[src/rtl/instr_fetch_unit_if.sv]
// Fetch-unit bus bundle: I-cache read port, execute redirect and decode slot handshake.
interface instr_fetch_unit_if;
  logic        imem_read;
  logic [31:0] imem_address;
  logic [31:0] imem_rdata;
  logic        imem_resp;
  logic        redirect;
  logic [31:0] redirect_target;
  logic        ir_valid;
  logic        ir_ready;
  logic [31:0] ir;
  logic [31:0] pc;

  modport master (
    output imem_read, imem_address, ir_valid, ir, pc,
    input  imem_rdata, imem_resp, redirect, redirect_target, ir_ready
  );

  modport slave (
    input  imem_read, imem_address, ir_valid, ir, pc,
    output imem_rdata, imem_resp, redirect, redirect_target, ir_ready
  );
endinterface

[src/rtl/instr_fetch_unit.sv]
// Instruction fetch front end: one outstanding I-cache read, a one-entry output slot
// and a one-entry pend buffer that absorbs a response arriving while decode stalls.
module instr_fetch_unit #(
  parameter logic [31:0] RESET_PC = 32'h0000_0060,
  parameter logic [31:0] NOP_INSN = 32'h0000_0013
) (
  input logic          clk,
  input logic          rst_n,
  instr_fetch_unit_if.master bus
);
  localparam logic [1:0] FETCH = 2'd0;
  localparam logic [1:0] DRAIN = 2'd1;
  localparam logic [1:0] FLUSH = 2'd2;

  logic [1:0]  state;
  logic [31:0] fetch_pc;
  logic [31:0] req_addr;
  logic [31:0] ir_q;
  logic [31:0] pc_q;
  logic        ir_valid_q;
  logic [31:0] pend_ir;
  logic [31:0] pend_pc;

  logic [31:0] target;
  logic [31:0] next_pc;
  logic        slot_free;

  assign target    = {bus.redirect_target[31:2], 2'b00};
  assign next_pc   = fetch_pc + 32'd4;
  assign slot_free = !ir_valid_q || bus.ir_ready;

  assign bus.imem_read    = ((state == FETCH) || (state == FLUSH)) && rst_n;
  assign bus.imem_address = req_addr;
  assign bus.ir_valid     = ir_valid_q;
  assign bus.ir           = ir_q;
  assign bus.pc           = pc_q;

  always_ff @(posedge clk) begin
    if (!rst_n) begin
      state      <= FETCH;
      fetch_pc   <= RESET_PC;
      req_addr   <= RESET_PC;
      ir_q       <= NOP_INSN;
      pc_q       <= RESET_PC;
      ir_valid_q <= 1'b0;
      pend_ir    <= NOP_INSN;
      pend_pc    <= RESET_PC;
    end else begin
      // Consumption and redirect both empty the slot; a load below overrides.
      if ((ir_valid_q && bus.ir_ready) || bus.redirect) ir_valid_q <= 1'b0;

      case (state)
        FETCH: begin
          if (bus.imem_resp && bus.redirect) begin
            fetch_pc <= target;
            req_addr <= target;
          end else if (bus.imem_resp) begin
            fetch_pc <= next_pc;
            req_addr <= next_pc;
            if (slot_free) begin
              ir_q       <= bus.imem_rdata;
              pc_q       <= fetch_pc;
              ir_valid_q <= 1'b1;
            end else begin
              pend_ir <= bus.imem_rdata;
              pend_pc <= fetch_pc;
              state   <= DRAIN;
            end
          end else if (bus.redirect) begin
            // Request in flight must complete at its old address before refetching.
            fetch_pc <= target;
            state    <= FLUSH;
          end
        end
        DRAIN: begin
          if (bus.redirect) begin
            fetch_pc <= target;
            req_addr <= target;
            state    <= FETCH;
          end else if (bus.ir_ready) begin
            ir_q       <= pend_ir;
            pc_q       <= pend_pc;
            ir_valid_q <= 1'b1;
            state      <= FETCH;
          end
        end
        FLUSH: begin
          if (bus.imem_resp && bus.redirect) begin
            fetch_pc <= target;
            req_addr <= target;
            state    <= FETCH;
          end else if (bus.imem_resp) begin
            req_addr <= fetch_pc;
            state    <= FETCH;
          end else if (bus.redirect) begin
            fetch_pc <= target;
          end
        end
        default: state <= FETCH;
      endcase
    end
  end
endmodule
[src/flat_wrapper.sv]
// flat-port wrapper written by rule: the top's interface ports become plain ports
module instr_fetch_unit_flat 
#(
  parameter logic [31:0] RESET_PC = 32'h0000_0060,
  parameter logic [31:0] NOP_INSN = 32'h0000_0013
)
  (clk, rst_n, bus_imem_read, bus_imem_address, bus_ir_valid, bus_ir, bus_pc, bus_imem_rdata, bus_imem_resp, bus_redirect, bus_redirect_target, bus_ir_ready);
  instr_fetch_unit_if bus_i ();
  input logic clk;
  input logic rst_n;
  output wire logic [$bits(bus_i.imem_read)-1:0] bus_imem_read;
  output wire logic [$bits(bus_i.imem_address)-1:0] bus_imem_address;
  output wire logic [$bits(bus_i.ir_valid)-1:0] bus_ir_valid;
  output wire logic [$bits(bus_i.ir)-1:0] bus_ir;
  output wire logic [$bits(bus_i.pc)-1:0] bus_pc;
  input wire logic [$bits(bus_i.imem_rdata)-1:0] bus_imem_rdata;
  input wire logic [$bits(bus_i.imem_resp)-1:0] bus_imem_resp;
  input wire logic [$bits(bus_i.redirect)-1:0] bus_redirect;
  input wire logic [$bits(bus_i.redirect_target)-1:0] bus_redirect_target;
  input wire logic [$bits(bus_i.ir_ready)-1:0] bus_ir_ready;
  assign bus_imem_read = bus_i.imem_read;
  assign bus_imem_address = bus_i.imem_address;
  assign bus_ir_valid = bus_i.ir_valid;
  assign bus_ir = bus_i.ir;
  assign bus_pc = bus_i.pc;
  assign bus_i.imem_rdata = bus_imem_rdata;
  assign bus_i.imem_resp = bus_imem_resp;
  assign bus_i.redirect = bus_redirect;
  assign bus_i.redirect_target = bus_redirect_target;
  assign bus_i.ir_ready = bus_ir_ready;
  instr_fetch_unit #(.RESET_PC(RESET_PC), .NOP_INSN(NOP_INSN)) u_core (.clk(clk), .rst_n(rst_n), .bus(bus_i));
endmodule
[config.mk]
export PLATFORM = sky130hd
export DESIGN_NAME = instr_fetch_unit_flat
export DESIGN_NICKNAME = d
export VERILOG_FILES = /design/src/rtl/instr_fetch_unit_if.sv /design/src/rtl/instr_fetch_unit.sv /design/src/flat_wrapper.sv
export SDC_FILE = /design/constraint.sdc
export NUM_CORES = 1
export LEC_CHECK = 0
export BUFFER_PORTS_ARGS = -buffer_cell sky130_fd_sc_hd__buf_2
export CAP_MARGIN = 10
export CORE_UTILIZATION = 55
export DETAILED_ROUTE_END_ITERATION = 10
export PLACE_DENSITY = 0.87
export SETUP_SLACK_MARGIN = 0.05
export SYNTH_ARGS = -nofsm -noshare
export SYNTH_HDL_FRONTEND = slang
export SYNTH_SLANG_ARGS = --single-unit
export TNS_END_PERCENT = 1
[constraint.sdc]
create_clock -name clk -period 3.7 [get_ports clk]
set_input_delay 0.555 -clock clk [delete_from_list [all_inputs] [get_ports clk]]
set_output_delay 0.555 -clock clk [all_outputs]
set_load 0.01 [all_outputs]
Yosys cells after proc, flatten, opt, wreduce, memory -nomap -nowiden. Cells that the tools add are included.

Input bits: 69. Logic and storage cells: 80. Output and inout bits: 98. Register bits after elaboration: 195.

Equality and inequality tests: 14. Bitwise operators: 2. Add/subtract/negate cells: 1. Multiplexer cells: 40. Reductions and logical operators: 15.

Operators with widths (count): two-way mux 32 bit (20); one-hot mux 32 bit (3 select lines) (2); one-hot mux 32 bit (2 select lines) (2); adder 32 x 3 -> 32 bit, second input constant (1); != test 3 bit, second input constant (6); two-way mux 2 bit (8); != test 2 bit, second input constant (5); AND reduction 4 bit (2); two-way mux 1 bit (6); one-hot mux 2 bit (3 select lines) (1); AND reduction 6 bit (1); AND reduction 5 bit (1); logical AND 1 bit (3); logical OR 1 bit (3); nonzero test 3 bit (1); == test 2 x 1 -> 1 bit, second input constant (1); == test 2 bit, second input constant (1); zero test 2 bit (1); != test 2 x 1 -> 1 bit, second input constant (1); inverter 1 bit (2); one-hot mux 1 bit (2 select lines) (1); AND reduction 2 bit (1); nonzero test 2 bit (1); zero test 1 bit (1).

Logic depth before layout (Yosys ltp). Gate-level depths: netlist (run 1).

Word-level depth: 7. Mapped depth: 10. Mapped depth without buffers: 7.

Worst setup path after synthesis (run 1). Ideal clock, no wire load.

Path type: in2reg. Start point: input port bus_imem_resp. End point: register u_core.ir_q[17], in the netlist u_core.bus.ir[17]. Arrival time: 2.143 ns. Stages on the path: 7. Buffers on the path: 3. Required time: 3.563 ns. Path slack: 1.419 ns. Library setup time: 0.137 ns. Cell sequence: clkbuf_1 > and2_1 > o21ai_0 > a21oi_1 > clkbuf_1 > buf_1 > a211oi_1.

Longest elaborated chain between the ends: 3. Elaborated cells on any way between the ends: 4. Classes of those cells: eq/ne (2); reduce/logical (2).

Ends and longest elaborated chain: start, declared (RTL line flat_wrapper.sv:17) `input wire logic [$bits(bus_i.imem_resp)-1:0] bus_imem_resp;`; logical AND 1 bit (RTL line instr_fetch_unit.sv:54) `if (bus.imem_resp && bus.redirect) begin`; != test 2 bit (no line); AND reduction 6 bit (no line) (*); end signal, assigned (RTL line instr_fetch_unit.sv:61) `ir_q <= bus.imem_rdata;`; end signal, assigned (RTL line instr_fetch_unit.sv:81) `ir_q <= pend_ir;`; end, declared (RTL line instr_fetch_unit.sv:18) `logic [31:0] ir_q;`.

Mark *: on every way between the ends. The rest lies on a longest branch, timed or not. A chain may end at the register's enable or synchronous reset.

Worst setup path after layout (run 1).
Start point: register u_core.state[0]. End point: register u_core.fetch_pc[0].

Longest elaborated chain between the ends: 3. Elaborated cells on any way between the ends: 7. Classes of those cells: eq/ne (3); mux (1); reduce/logical (3).

Ends and longest elaborated chain: start, declared (RTL line instr_fetch_unit.sv:15) `logic [1:0] state;`; start signal, assigned (RTL line instr_fetch_unit.sv:40) `state <= FETCH;`; start signal, assigned (RTL line instr_fetch_unit.sv:67) `state <= DRAIN;`; start signal, assigned (RTL line instr_fetch_unit.sv:72) `state <= FLUSH;`; == test 2 bit, or another cell as far along (RTL line instr_fetch_unit.sv:52) `case (state)`; != test 3 bit (no line) or nonzero test 3 bit (tied branches); AND reduction 2 bit (no line); end signal, assigned (RTL line instr_fetch_unit.sv:55) `fetch_pc <= target;`; end signal, assigned (RTL line instr_fetch_unit.sv:58) `fetch_pc <= next_pc;`; end signal, assigned (RTL line instr_fetch_unit.sv:71) `fetch_pc <= target;`; end, declared (RTL line instr_fetch_unit.sv:16) `logic [31:0] fetch_pc;`.

Parallel ways exist; a longest one is shown, timed or not.

==> out/results.ini, run 1 <==
[clock_tree]
clk_pin_slew_worst_paths_ns=0.08
cts_setup_buffers=0
cts_tree=done
htree_num_levels=4
clk_latency_ns=0.44
cts_buffers=17
hold_buffers=0
clock_sinks=195
root_buffer=clkbuf_16
clockBufferDepth=2
post_cts_resized=0

[critical_path]
critical_path.cell_chain=inv_1, ha_1, buf_4, inv_1, o211a_1, o21ai_0, buf_4, o21ai_0, nor2_1
cp_data_arrival_time_ns=3.29
slowest_delay_ns=0.65
critical_path_class=flip-flop to flip-flop
required_ns=4.06
critPathMaxFanout=13
end_kind=flip-flop
slowest_stage=o21ai_0
start_kind=flip-flop

[power]
leakage_nw=4.26
power-per-cell-area_nw_per_um2=438
switching_share=0.307
p_seq_frac=0.462
p_int_w=0.00351
power_frac_comb=0.160
irDropWorstVdd_mv=0.337
clockPowerShare=0.379
netSwitchingPower_w=0.00156

[place]
placed_area_um2=10900
place.gp.congestion=0.969
dpl.hpwl_um=19800
io_buffers=164

[die]
die_w_um=138
die-area_um2=19000
ioPinCount=167
rows=49
fp.dieH_um=138
core_um2=18000
start_util=0.562

[synthesis]
syn-cell-area_um2=10100
synthCells=1279
synth_edf_count=0
ys_ff_latch=195
ys_seq_area_frac=0.385
synth.area.top_cells=dfxtp_1, mux2i_1, nand2_1, a21oi_1, a211oi_1
synth_top_area_share=0.385
synth_nets=1353
synth.distinct_cells=72
postSynth.asyncResetShare=0
synthFlopType=dfxtp_1
syn_avg_cell_area_um2=7.92
yosys.area.top_type=dfxtp_1
synth_warnings=0

[sta]
slew_violations=0
final-hold-violation-count=0
skew_ns=0.0115
rsz0062_at_grt=false
min_period_ns=2.93
setup_viol_count_final=0
finalCritPeriodShare=0.791
fin_tns_setup_ns=0
slew_headroom=0.310
fmax_ghz=0.342
tightest_slew_ns=1.04

[final_layout]
final_nets=1435
area_growth_pct=14.2
layout_common_cells=nand2_1, dfxtp_1, buf_2
drive_gt1_frac=0.184
fin_area_um2=11600

[route]
ant_nets=0
dr.first_iter.drc_count=972
vias=10200
drt_pass1_iterations=6
drc=0
drt-total-wl_um=29500
viasPerCell=6.33
routedWlPerCell_um=18.4

[global_route]
grt_overflow=0
grtUsageTotal=0.303
grt_max_degree=95
antenna_found_initial=1
grt_pass1_vias=8872
grt_first_pass_wirelength_um=45100

[run]
maxCapViolCount=0

[worst_hold_path]
hp-class=primary input to flip-flop

[outcome]
outcome=completed

==> path summary, 6_finish.rpt <==
path,depth (start not counted),slack [ns],endpoint,start
min reg2reg,2,0.45,u_core.bus.imem_address[0],u_core.bus.imem_address[0]
min,3,0.35,u_core.pend_ir[4],bus_imem_rdata[4]
max reg2reg,9,0.77,u_core.fetch_pc[0],u_core.state[0]
max,9,0.77,u_core.fetch_pc[0],u_core.state[0]
==> stage by stage <==
stage                     total power [W]   util  std cells  worst slack (ns)  hold slack (ns)
after floorplan                   0.00288      -       1279              1.42            0.435
after global placement            0.00314  0.607       1571              1.03            0.438
after detailed placement          0.00317  0.607       1571             0.961            0.443
after CTS                         0.00505  0.642       1603             0.929            0.334
after global routing              0.00524  0.642       1604             0.687            0.355
final                             0.00506  0.642       1604             0.774            0.345
==> per-layer routing <==
metal	vias up	part of all wire	GRT usage
met2	595	0.45	0.464
met1	4695	0.43	0.410
li1	4790	-	-
met5	-	0	0.0111
met3	75	0.10	0.0673
met4	0	0.024	0.123
==> worst max-delay path, delay by kind of cell (launching register included) <==
kind | cells | cell delay (ns)
AOI/OAI and AO/OA | 3 | 1.00
and+or+nand+nor | 1 | 0.14
DFF | 1 | 0.37
adders and majority gates | 1 | 0.39
buffers and inverters | 4 | 0.96
==> power by group through the flow <==
stage	registers, W	logic (W)	clock network (W)
after detailed placement	0.00238	0.000789	0
after floorplan	0.00236	0.000528	0
final	0.00234	0.000808	0.00192
after CTS	0.00233	0.000794	0.00193
after global routing	0.00235	0.000882	0.00201
after global placement	0.00237	0.000771	0
==> cells in the mapped netlist, types with 7 or more instances <==
| cell | number |
|---|---|
| buf_6 | 8 |
| a21oi_1 | 117 |
| and2_1 | 8 |
| xor2_1 | 8 |
| a221oi_1 | 22 |
| o21ai_0 | 78 |
| nand2_1 | 195 |
| inv_1 | 17 |
| xnor2_1 | 8 |
| a31oi_1 | 10 |
| o22ai_1 | 11 |
| o211ai_1 | 10 |
| nor4_1 | 7 |
| a22oi_1 | 12 |
| a211o_1 | 7 |
| clkbuf_1 | 103 |
| nor3_1 | 24 |
| mux2i_1 | 75 |
| a211oi_1 | 68 |
| dfxtp_1 | 195 |
| nand3_1 | 36 |
| a22o_1 | 12 |
| nand4_1 | 14 |
| nor2_1 | 106 |
| and3_1 | 8 |
| buf_1 | 9 |
==> registers in the layout, indices dropped and copies added (netlist names) <==
register,flops
u_core.bus.ir,32
u_core.fetch_pc,32
u_core.bus.imem_address,32
u_core.pend_pc,32
u_core.bus.ir_valid,1
u_core.state,2
u_core.pend_ir,32
u_core.bus.pc,32
==> kinds of logic (layout without fill, tap and decap cells) <==
group           count (synthesis)  in the layout  share of synthesized area
other cells                     0              1                          0
fa+ha+maj                       5              5                    0.00618
flops                         195            195                      0.385
compound gates                399            399                      0.255
simple gates                  436            436                      0.194
buf+inv                       152            247                     0.0702
xor+xnor                       16             16                     0.0138
mux                            76             76                     0.0752
==> cell type report <==
| class | instances | area, µm² |
|---|---|---|
| Timing Repair Buffer | 197 | 1130 |
| Multi-Input combinational cell | 932 | 5560 |
| Inverter | 18 | 70.1 |
| Fill cell | 1521 | 6460 |
| Sequential cell | 195 | 3900 |
| Clock inverter | 15 | 189 |
| Clock buffer | 17 | 425 |
| Antenna cell | 1 | 2.50 |
| Tap cell | 229 | 287 |
(Power assumes the default switching activity.)
==> inputs of run 2 (changes only) <==
==> constraint.sdc (replaced) <==
create_clock -name clk -period 2.9 [get_ports clk]
set_input_delay 0.435 -clock clk [delete_from_list [all_inputs] [get_ports clk]]
set_output_delay 0.435 -clock clk [all_outputs]
set_load 0.01 [all_outputs]
==> out/results.ini, run 2 (same netlist as run 1, synthesis figures left out) <==
[run]
maxCapViolCount=0

[sta]
skew_ns=0.0152
setup_viol_count_final=0
min_period_ns=2.56
slew_headroom=0.293
whs_ns=0.211
finalCritPeriodShare=0.883
setup_ws_ns=0.338
fin_tns_setup_ns=0
final-hold-violation-count=0
rsz0062_at_grt=false
slew_violations=0
fmax_ghz=0.390
tightest_slew_ns=1.06

[route]
drt-total-wl_um=31400
viasPerCell=6.35
drc=0
dr.first_iter.drc_count=1157
routedWlPerCell_um=19.1
drt_pass1_iterations=7
ant_nets=0
vias=10400

[critical_path]
end_kind=flip-flop
slowest_stage=nor2_1
cp_data_arrival_time_ns=2.91
crit_family=simple AND/OR/NAND/NOR gates
crit_buf_inv=2
critical_path_class=flip-flop to flip-flop
required_ns=3.25
critical_path.cell_chain=inv_1, ha_2, buf_12, nor2_1, a2111oi_0, a31o_2
start_kind=flip-flop
slowest_delay_ns=0.84
critPathMaxFanout=67

[final_layout]
final_nets=1475
layout_common_cells=nand2_1, dfxtp_1, buf_2
seq_area_um2=3900
multi_input_area_um2=5560
fill_cells=1502
drive_gt1_frac=0.207
stdcell_count=1644
fin_area_um2=11900
area_growth_pct=17.5

[global_route]
grt_first_pass_wirelength_um=48000
grtUsageTotal=0.326
grt_overflow=0
grt_pass1_vias=9398
antenna_found_initial=1
grt_max_degree=95

[place]
placedCellCount=1611
dpl.hpwl_um=21200
place.gp.congestion=1.02
dpl_worst_slack_ns=0.425
io_buffers=164
placed_area_um2=11300

[power]
switching_share=0.302
power-per-cell-area_nw_per_um2=552
irDropWorstVdd_mv=0.440
netSwitchingPower_w=0.00198
leakage_nw=4.47
clockPowerShare=0.378
p_int_w=0.00459
p_seq_frac=0.446
power_frac_comb=0.176

[die]
die-area_um2=19000
start_util=0.562
fp.dieH_um=138
die_w_um=138
ioPinCount=167
core_um2=18000
rows=49

[clock_tree]
cts_tree=done
clk_latency_ns=0.45
hold_buffers=0
cts_setup_buffers=0
clockBufferDepth=2
post_cts_resized=0
cts_buffers=17
root_buffer=clkbuf_16
clock_sinks=195
htree_num_levels=4
clk_pin_slew_worst_paths_ns=0.08

[worst_hold_path]
hp-class=primary input to flip-flop

[outcome]
outcome=completed

[run 2: power by group through the flow]
stage / Clock (W) / Sequential, W / Combinational (W)
final: 0.00248 / 0.00293 / 0.00116
after global routing: 0.00261 / 0.00295 / 0.00125
after CTS: 0.00250 / 0.00293 / 0.00113
after detailed placement: 0 / 0.00299 / 0.00112
after global placement: 0 / 0.00299 / 0.00110
after floorplan: 0 / 0.00301 / 0.000673
[run 2: area by class of cell]
type,instances,area share
repair buffers,237,0.123
flip-flops and latches,195,0.328
clock inverters,15,0.0158
clock buffers,17,0.0357
well taps,229,0.0241
inverters,18,0.00589
multi-input cells,932,0.467
diodes,1,0.000210
[run 2: worst paths after layout]
check	depth (start not counted)	slack, ns	start	endpoint
min	3	0.21	bus_imem_rdata[0]	u_core.pend_ir[0]
min reg2reg	2	0.45	u_core.bus.imem_address[0]	u_core.bus.imem_address[0]
max reg2reg	6	0.34	u_core.state[0]	u_core.bus.imem_address[22]
max	6	0.34	u_core.state[0]	u_core.bus.imem_address[22]
[run 2: metal layers]
| metal | vias to the layer above | track usage | wire, µm |
|---|---|---|---|
| met5 | - | 0 | 0 |
| met4 | 0 | 0.153 | 1200 |
| met1 | 4891 | 0.426 | 12800 |
| met3 | 112 | 0.0633 | 3290 |
| li1 | 4856 | - | - |
| met2 | 588 | 0.518 | 14100 |
[run 2: through the flow]
step,power (W),utilization
after global placement,0.00408,0.626
final,0.00657,0.660
after detailed placement,0.00411,0.626
after global routing,0.00682,0.660
after floorplan,0.00368,-
after CTS,0.00656,0.660
[run 2: worst min-delay path, cell delays in order]
cell	delay, ns
buf_2	0.08
nand2_1	0.04
nand3_1	0.06
